<file path="config.mk">
export PLATFORM = sky130hd
export DESIGN_NAME = dp_cmd_scheduler
export DESIGN_NICKNAME = d
export VERILOG_FILES = /design/src/rtl/dp_cmd_scheduler.sv
export SDC_FILE = /design/constraint.sdc
export NUM_CORES = 1
export LEC_CHECK = 0
export ABC_CLOCK_PERIOD_IN_PS = 1800
export CAP_MARGIN = 0
export CORE_MARGIN = 4
export CORE_UTILIZATION = 44
export CTS_CLUSTER_SIZE = 8
export DETAILED_ROUTE_END_ITERATION = 8
export PLACE_DENSITY = 0.8
export SLEW_MARGIN = 10
export SYNTH_ARGS = -nofsm -noshare
export SYNTH_HDL_FRONTEND = slang
export SYNTH_SLANG_ARGS = --single-unit
</file>
<file path="constraint.sdc">
create_clock -name clk -period 1.8 [get_ports clk]
set_input_delay 0.27 -clock clk [delete_from_list [all_inputs] [get_ports clk]]
set_output_delay 0.27 -clock clk [all_outputs]
set_load 0.05 [all_outputs]
</file>
<file path="src/rtl/dp_cmd_scheduler.sv">
// Round-robin scheduler that hands one shared x/y/s datapath to one of two
// requesters and sequences the datapath control word until the command ends.
module dp_cmd_scheduler #(
  parameter int ENUM_LEN  = 6,
  parameter int COUNT_LEN = 8
) (
  input  logic       clk,
  input  logic       rst,
  input  logic       req0,
  input  logic [1:0] cmd0,
  input  logic [7:0] x0,
  input  logic       req1,
  input  logic [1:0] cmd1,
  input  logic [7:0] x1,
  input  logic       s_is_zero,
  output logic       gnt0,
  output logic       gnt1,
  output logic       done0,
  output logic       done1,
  output logic       busy,
  output logic [7:0] dp_x,
  output logic [1:0] regime,
  output logic       active,
  output logic       y_en,
  output logic       y_upd,
  output logic       s_en,
  output logic       s_sub,
  output logic       s_zero,
  output logic [1:0] y_select_next,
  output logic [1:0] s_step
);

  typedef enum logic [2:0] {
    IDLE, UPD_LOAD, UPD_STEP, CNT_RUN, CNT_WRAP, ENUM_RUN, DONE
  } state_t;

  localparam logic [3:0] ENUM_LAST  = 4'(ENUM_LEN - 1);
  localparam logic [3:0] COUNT_LAST = 4'(COUNT_LEN - 1);

  state_t     state, state_nxt;
  logic       owner;
  logic       last_owner;
  logic [7:0] x_q;
  logic [3:0] cnt;
  logic       win;
  logic [1:0] win_cmd;
  logic       any_req;

  // Both requesting: the one that did not own the datapath last time wins.
  assign any_req = req0 | req1;
  assign win     = req1 & (~req0 | ~last_owner);
  assign win_cmd = win ? cmd1 : cmd0;

  // NOTE: every signal written in an always_comb gets a default first, so no
  // path through the block leaves it unassigned and no latch is inferred.
  always_comb begin
    state_nxt = state;
    unique case (state)
      IDLE: begin
        if (any_req) begin
          unique case (win_cmd)
            2'd3:    state_nxt = UPD_LOAD;
            2'd2:    state_nxt = CNT_RUN;
            2'd1:    state_nxt = ENUM_RUN;
            default: state_nxt = DONE;
          endcase
        end
      end
      UPD_LOAD: state_nxt = UPD_STEP;
      UPD_STEP: state_nxt = DONE;
      CNT_RUN, CNT_WRAP: begin
        if (cnt == COUNT_LAST)  state_nxt = DONE;
        else if (s_is_zero)     state_nxt = CNT_WRAP;
        else                    state_nxt = CNT_RUN;
      end
      ENUM_RUN: if (cnt == ENUM_LAST) state_nxt = DONE;
      DONE:     state_nxt = IDLE;
      default:  state_nxt = IDLE;
    endcase
  end

  // NOTE: state registers use non-blocking assignments so every flop samples
  // the pre-edge values, independent of statement order.
  always_ff @(posedge clk or posedge rst) begin
    if (rst) begin
      state      <= IDLE;
      owner      <= 1'b0;
      last_owner <= 1'b1;
      x_q        <= '0;
      cnt        <= '0;
    end else begin
      state <= state_nxt;
      unique case (state)
        IDLE: begin
          if (any_req) begin
            owner <= win;
            x_q   <= win ? x1 : x0;
            cnt   <= '0;
          end
        end
        CNT_RUN, CNT_WRAP, ENUM_RUN: cnt <= cnt + 4'd1;
        DONE:    last_owner <= owner;
        default: ;
      endcase
    end
  end

  // Control word is a pure decode of registered state.
  always_comb begin
    gnt0          = 1'b0;
    gnt1          = 1'b0;
    done0         = 1'b0;
    done1         = 1'b0;
    busy          = (state != IDLE);
    dp_x          = '0;
    regime        = 2'd0;
    active        = 1'b0;
    y_en          = 1'b0;
    y_upd         = 1'b0;
    s_en          = 1'b0;
    s_sub         = 1'b0;
    s_zero        = 1'b0;
    y_select_next = 2'd0;
    s_step        = 2'd0;
    if (busy) begin
      gnt0 = ~owner;
      gnt1 = owner;
      dp_x = x_q;
    end
    unique case (state)
      UPD_LOAD: begin
        regime = 2'd3;
        y_en   = 1'b1;
      end
      UPD_STEP: begin
        regime        = 2'd3;
        y_en          = 1'b1;
        y_upd         = 1'b1;
        y_select_next = 2'd1;
        s_en          = 1'b1;
        s_sub         = 1'b1;
        s_step        = 2'd1;
      end
      CNT_RUN, CNT_WRAP: begin
        regime = 2'd2;
        s_en   = 1'b1;
        s_sub  = 1'b1;
        s_step = 2'd1;
        if (state == CNT_WRAP) begin
          y_en          = 1'b1;
          y_select_next = 2'd2;
        end
      end
      ENUM_RUN: begin
        regime = 2'd1;
        active = 1'b1;
        s_en   = 1'b1;
        s_sub  = 1'b1;
        s_step = 2'd2;
        s_zero = (cnt == 4'd0) || (cnt == ENUM_LAST);
      end
      DONE: begin
        done0 = ~owner;
        done1 = owner;
      end
      default: ;
    endcase
  end

endmodule

</file>
==> results.ini <==
[sta]
post-route-period-util_pct=99.9
report.final.setup_viol=0
count_of_pins_over_their_slew_limit=0
relSlewSlack_pct=77.3
grt_setup_unrepaired=yes
max_clock_freq_mhz=556
hold_viol=0
fin_ws_ns=0.00184
layout_min_cycle_time_ns=1.80
worst_slew_pin_slew_ns=0.340
skew_ns=0.0129

[clock_tree]
tritoncts_clock_tree=yes
tritoncts.num_buffers=3
clkLatencyLatePin_ns=0.30
clock_buffer_depth=2
clk_pin_slew_ns=0.11
total_number_of_clock_tree_sinks=17
master_cell_of_the_clock_root_buffer=sky130_fd_sc_hd__clkbuf_4
clock_tree.htree_level_count=1
ctsHoldBuffers=0

[route]
initialDrtViolationCount=47
detailedRoute.firstPassIterationCount=8
wirelength_um=3680
drt-wirelength-per-cell_um=15.6
ant_nets=0
drc=0
dr_total_vias=1306
vias_per_std_cell=5.53

[power_and_ir_drop]
power_frac_comb_pct=80.7
power.share.clock_pct=4.3
power-per-cell-area_nw_per_um2=2290
sequential_share_of_power_pct=15.0
vdd_ir_drop_max_v=0.00172
netSwitchingFraction_pct=49.9
power.total_mw=4.99
p_switching_mw=2.49
intPower_mw=2.50
leakage_nw=0.971

[synthesis]
yosys.area.top_type=sky130_fd_sc_hd__dfrtp_1
synth.ff_latch_count=17
yosys_warnings=0
synth_net_count=173
netlist-cell-type-count=44
synth_edf_count=0
synth_area_per_cell_sq_um=9.02
synth.area.top_cells=sky130_fd_sc_hd__dfrtp_1, sky130_fd_sc_hd__mux2i_1, sky130_fd_sc_hd__nand2_1, sky130_fd_sc_hd__and2_1, sky130_fd_sc_hd__buf_4
syn_inst=145
async_reset_ff_share_pct=100
synth_top_area_share_pct=30.6
ys_dominant_reg_cell=sky130_fd_sc_hd__dfrtp_1
synthesis.area_sq_um=1310
synth_sequential_area_ratio_pct=32.6

[layout]
number_of_diodes_added_for_antenna_fixing=0
final_core_util_pct=77.6
syn_to_final_growth_pct=66.5
mostFrequentLayoutCell=sky130_fd_sc_hd__clkdlybuf4s50_1
final_cell_mix=sky130_fd_sc_hd__clkdlybuf4s50_1, sky130_fd_sc_hd__buf_4, sky130_fd_sc_hd__nand2_1
final_area_sq_um=2180
layout-drive-gt1-share_pct=40.0
finish.net_count=234

[worst_setup_path]
worstPathArrival_ns=1.53
critPathKind=flip-flop to output port
r2r_setup_slack_ns=0.27
crit_path_end_kind=output port
worstRegToRegCells=6
timing.critical_path.from_type=flip-flop
worst_setup_sp=state[1]
critical_path.reg2reg.startpoint=state[1]
setup.worst_path.end=dp_x[7]
crit_path_max_fanout=11
rr_endpoint=owner
cp.required_ns=1.53

[grt]
number_of_global_route_vias_before_repair=1268
antenna_found_initial=0
grt_start_max_net_pins=20
globalRouteTotalUtil_pct=18.8
grt-ovfl-total=0
global_route_wire_length_before_repair_um=5990

[place]
place.port_buffers=49
dpl-instance-area_sq_um=1970
dp_hpwl_um=2680
finalWeightedCongestion=0.745
place_ws_ns=-0.0281

[run]
max-cap-violations=0

[floorplanning]
io-pin-count=50
chipHeight_um=62.5
dieArea_sq_um=3910
num_rows=19
floorplan.initialDensity_pct=46.6
fp.dieW_um=62.5
core_region_area_sq_um=2810

[outcome]
outcome=finished, final reports clean

[worst_hold_path]
timing.hold.worst.class=primary input to asynchronous set/reset pin

==> state kept, by name, summed over array words and instances, names as in the netlist <==
| register | count |
|---|---|
| x_q | 8 |
| cnt | 4 |
| last_owner | 1 |
| owner | 1 |
| state | 3 |
==> synth_stat cells, types with 2 or more instances <==
master	n
sky130_fd_sc_hd__o21ai_1	6
sky130_fd_sc_hd__nand2b_1	3
sky130_fd_sc_hd__o21a_1	2
sky130_fd_sc_hd__buf_6	4
sky130_fd_sc_hd__nor3b_1	2
sky130_fd_sc_hd__mux2i_1	13
sky130_fd_sc_hd__buf_2	3
sky130_fd_sc_hd__inv_1	4
sky130_fd_sc_hd__buf_4	7
sky130_fd_sc_hd__nor3_1	2
sky130_fd_sc_hd__nor2_1	7
sky130_fd_sc_hd__nand2_1	17
sky130_fd_sc_hd__mux2_2	2
sky130_fd_sc_hd__o31ai_1	4
sky130_fd_sc_hd__dfrtp_1	16
sky130_fd_sc_hd__a21oi_1	7
sky130_fd_sc_hd__o22ai_1	2
sky130_fd_sc_hd__or2_2	2
sky130_fd_sc_hd__ha_1	3
sky130_fd_sc_hd__o21ai_2	3
sky130_fd_sc_hd__and2_1	10
sky130_fd_sc_hd__o21ai_0	4
==> kinds of logic after synthesis <==
group | share of synthesized area (%)
and+or+nand+nor | 21.2
xor gates and xnor gates | 0.670
adders and majority gates | 2.87
AOI/OAI and AO/OA | 20.9
buffers and inverters | 10.0
DFF | 32.6
muxes | 11.7
==> stage by stage <==
step | TNS, ns | hold slack [ns] | cells
CTS | 0 | 0.285 | 230
global route | -0.611 | 0.286 | 236
floorplan | -0.280 | 0.195 | 145
detailed placement | -0.0401 | 0.468 | 221
finish | 0 | 0.271 | 236
global placement | 0 | 0.453 | 221
==> power by group through the flow <==
stage / Combinational (mW) / Clock, mW / Sequential [mW]
after floorplan: 2.35 / 0 / 0.673
after global placement: 3.49 / 0 / 0.748
after detailed placement: 3.57 / 0 / 0.763
after CTS: 3.75 / 0.219 / 0.738
after global routing: 4.27 / 0.235 / 0.769
final: 4.02 / 0.215 / 0.748
==> layer usage <==
metal / track usage [%] / share of wire, % / wire (um)
met1: 22.4 / 41 / 1500
met4: 6.61 / 0.92 / 34
met5: 0 / 0 / 0
met3: 5.40 / 8.2 / 300
met2: 32.1 / 50 / 1840
==> timing repair <==
action	CTS	global route
gates resized for setup	9	17
endpoints found under the setup margin	19	22
setup buffers	5	6
pin swaps	0	1
==> critical path, stage by stage (launching register included) <==
cell and delay, ns:
sky130_fd_sc_hd__dfrtp_2 0.46, sky130_fd_sc_hd__buf_6 0.14, sky130_fd_sc_hd__nor3_4 0.19, sky130_fd_sc_hd__inv_4 0.09
sky130_fd_sc_hd__and2_1 0.18, sky130_fd_sc_hd__buf_6 0.15
==> final cells by class <==
| cell class | instances | area, sq um |
|---|---|---|
| Clock buffer | 3 | 22.5 |
| Clock inverter | 1 | 5.00 |
| Fill cell | 173 | 628 |
| Inverter | 5 | 21.3 |
| Multi-Input combinational cell | 109 | 828 |
| Sequential cell | 17 | 430 |
| Tap cell | 31 | 38.8 |
| Timing Repair Buffer | 70 | 831 |
==> worst min path at each step <==
stage               startpoint      to  slack (ns)  cells past startpoint
floorplan                  rst  cnt[0]        0.20                      1
global placement        x_q[7]  x_q[7]        0.45                      2
detailed placement      x_q[4]  x_q[4]        0.47                      2
CTS                        rst  cnt[3]        0.28                      3
global route               rst  x_q[2]        0.29                      3
finish                     rst  cnt[3]        0.27                      3
(Power assumes the default switching activity.)
==> RTL change (same flow settings) <==
`ENUM_LEN`: 6 -> 5.
--- a/src/rtl/dp_cmd_scheduler.sv
+++ b/src/rtl/dp_cmd_scheduler.sv
@@ -2,5 +2,5 @@
 // requesters and sequences the datapath control word until the command ends.
 module dp_cmd_scheduler #(
-  parameter int ENUM_LEN  = 6,
+  parameter int ENUM_LEN  = 5,
   parameter int COUNT_LEN = 8
 ) (
Behaviour: not the same (a bounded check fails within 10 cycles, from zero or initial values and one cycle with rst high).
==> RTL change against the unedited design <==
  * Sequential share of layout area up 2.6 points
  * Design area down 12%
  * Worst hold slack improved by 0.0054 ns
  * Setup slack better by 0.010 ns
  * Register-to-register slack lost 0.04 ns
  * Maximum frequency up 0.59%
  * Clock skew shrank 0.0016 ns
  * Routed wire length shrank 13%
  * Synthesized area fell by 11%
  * Sequential cell count did not move
  * Largest cell class unchanged
  * Highest routed layer unchanged
Power is left out: the tool's default activity adds up to more than one toggle a clock period on the data nets, which glitch-free logic cannot reach.
==> RTL change: results (changes against the unedited design) <==
Clocking
  – Worst skew pair latency: 0.30 ns (about the same)
  – CTS Hold Bufs: 0 (unchanged)
  – Buffer type at the clock tree root: clkbuf_4 (unchanged)
  – Worst-path clk slew: 0.11 ns (about the same)
  – Clk buf depth: 2 (unchanged)
  – H-tree depth: 1 (unchanged)
  – Number of CTS-inserted buffers: 3 (unchanged)

Hold path
  – Worst Hold Class: input pin to async pin (unchanged)

Logic synthesis
  – Post-synth top cells: dfrtp_1, nand2_1, and2_1, mux2i_1, nor2_1 (was nand2_1, dfrtp_1, mux2i_1, and2_1)
  – Dominant cells by area after synthesis: dfrtp_1, mux2i_1, and2_1 (was dfrtp_1, mux2i_1, nand2_1)
  – Post-synth top flop: dfrtp_1 (unchanged)
  – Ys async rst share: 1.00 (unchanged)
  – Post-synth cell types: 40 (was 44)
  – Seq/Total Area, Yosys: 0.367 (was 0.326)
  – Warning count from the yosys run: 0 (unchanged)
  – Mapped Nets: 156 (was 173)

Final layout
  – Antenna Cells: 0 (unchanged)
  – Layout cells sized above 1: 0.335 (was 0.400)
  – # fillers: 177 (was 173)
  – Top Registers: x_q: 8 flops, cnt: 4 flops, state: 3 flops (unchanged)
  – Nets@finish: 213 (was 234)

STA
  – Measured slew at the worst slew-check pin: 0.312 ns (was 0.340 ns)
  – Clock skew: 0.0112 ns (was 0.0129 ns)

GRT
  – GRT Resource Usage Total: 0.191 (was 0.188)
  – Antenna violations before repair: 0 (unchanged)
  – Largest net degree at the start of global routing: 18 (was 20)
  – Gr ovfl total: 0 (unchanged)
  – First-pass GRT wire length: 5.11 mm (was 5.99 mm)
  – Vias in the first global route: 1149 (was 1268)

Placement
  – Pre-CTS setup slack: -0.0108 ns (was -0.0281 ns)
  – PortBufs: 49 (unchanged)
  – Gpl congestion: 0.822 (was 0.745)
  – Final HPWL DP: 2.53 mm (was 2.68 mm)

Routing
  – Drt first pass iters: 4 (was 8)
  – DRT Wirelength: 3.18 mm (was 3.68 mm)
  – Routed vias/inst: 5.28 (was 5.53)
  – DRT iter0 DRCs: 18 (was 47)

Worst setup path
  – Worst Path Max Fanout: 8 (was 11)
  – R2R cell count: 5 (was 6)
  – CP arrival: about 1.5 ns

Outcome
  – Status: completed (unchanged)
-- RTL change: cell count changes after synthesis, sizes merged, moves of 3 or more --
cell	before	now
a21oi	7	3
buf	14	9
mux2i	13	10
nand2	18	14
nand2b	3	6
nand3b	0	4
nor3	3	6
o31ai	4	0
-- RTL change: logic make-up (layout without fill, tap and decap cells) --
group,after synthesis,count (layout),synth area share
compound gates,26,26,0.157
mux,12,12,0.105
flops,17,17,0.367
buf+inv,13,69,0.0678
fa+ha+maj,2,2,0.0215
simple gates,59,59,0.281
-- RTL change: path summary, 6_finish.rpt --
check,endpoint,start,slack (ns)
worst max-delay path,y_select_next[1],state[0]$_DFFE_PP0P_,0.01
worst min-delay path,cnt[2]$_DFFE_PP0P_,rst,0.28
worst max register to register,cnt[2]$_DFFE_PP0P_,state[2]$_DFFE_PP0P_,0.23
worst min register to register,x_q[5]$_DFFE_PP0P_,x_q[5]$_DFFE_PP0P_,0.49
max in group asynchronous,last_owner$_DFFE_PP1N_,rst,1.27
min in group clk,x_q[5]$_DFFE_PP0P_,x_q[5]$_DFFE_PP0P_,0.49
-- RTL change: timing repair --
action                                  4_1_cts  5_1_grt
endpoints found under the setup margin       21       18
gates cloned                                  0        0
setup buffers                                 2        2
gates resized for setup                       4        9
-- RTL change: routing by layer --
layer  track usage  part of all wire
met5             0                 0
met4        0.0453             0.023
met3        0.0501             0.046
met2         0.357              0.56
met1         0.213              0.37
-- RTL change: final cells by class --
cell class	count	share of cell area
Tap cell	30	0.0195
Sequential cell	17	0.224
Inverter	4	0.00912
Multi-Input combinational cell	99	0.358
Timing Repair Buffer	61	0.375
Clock buffer	4	0.0137
-- RTL change: per-stage QoR --
stage                     utilization  cells  instance area [um2]  TNS (ns)
after floorplan                     -    129                 1170    -0.414
after global placement          0.730    207                 1820         0
after detailed placement        0.730    207                 1820   -0.0108
after CTS                       0.751    213                 1880         0
after global routing            0.768    215                 1920   -0.0700
final                           0.768    215                 1920         0
-- RTL change: worst max-delay path, cell delays in order (launching register included) --
cell and delay (ns):
dfrtp_2 0.48, buf_4 0.19, nand2b_1 0.15, nor2_1 0.22
buf_12 0.18
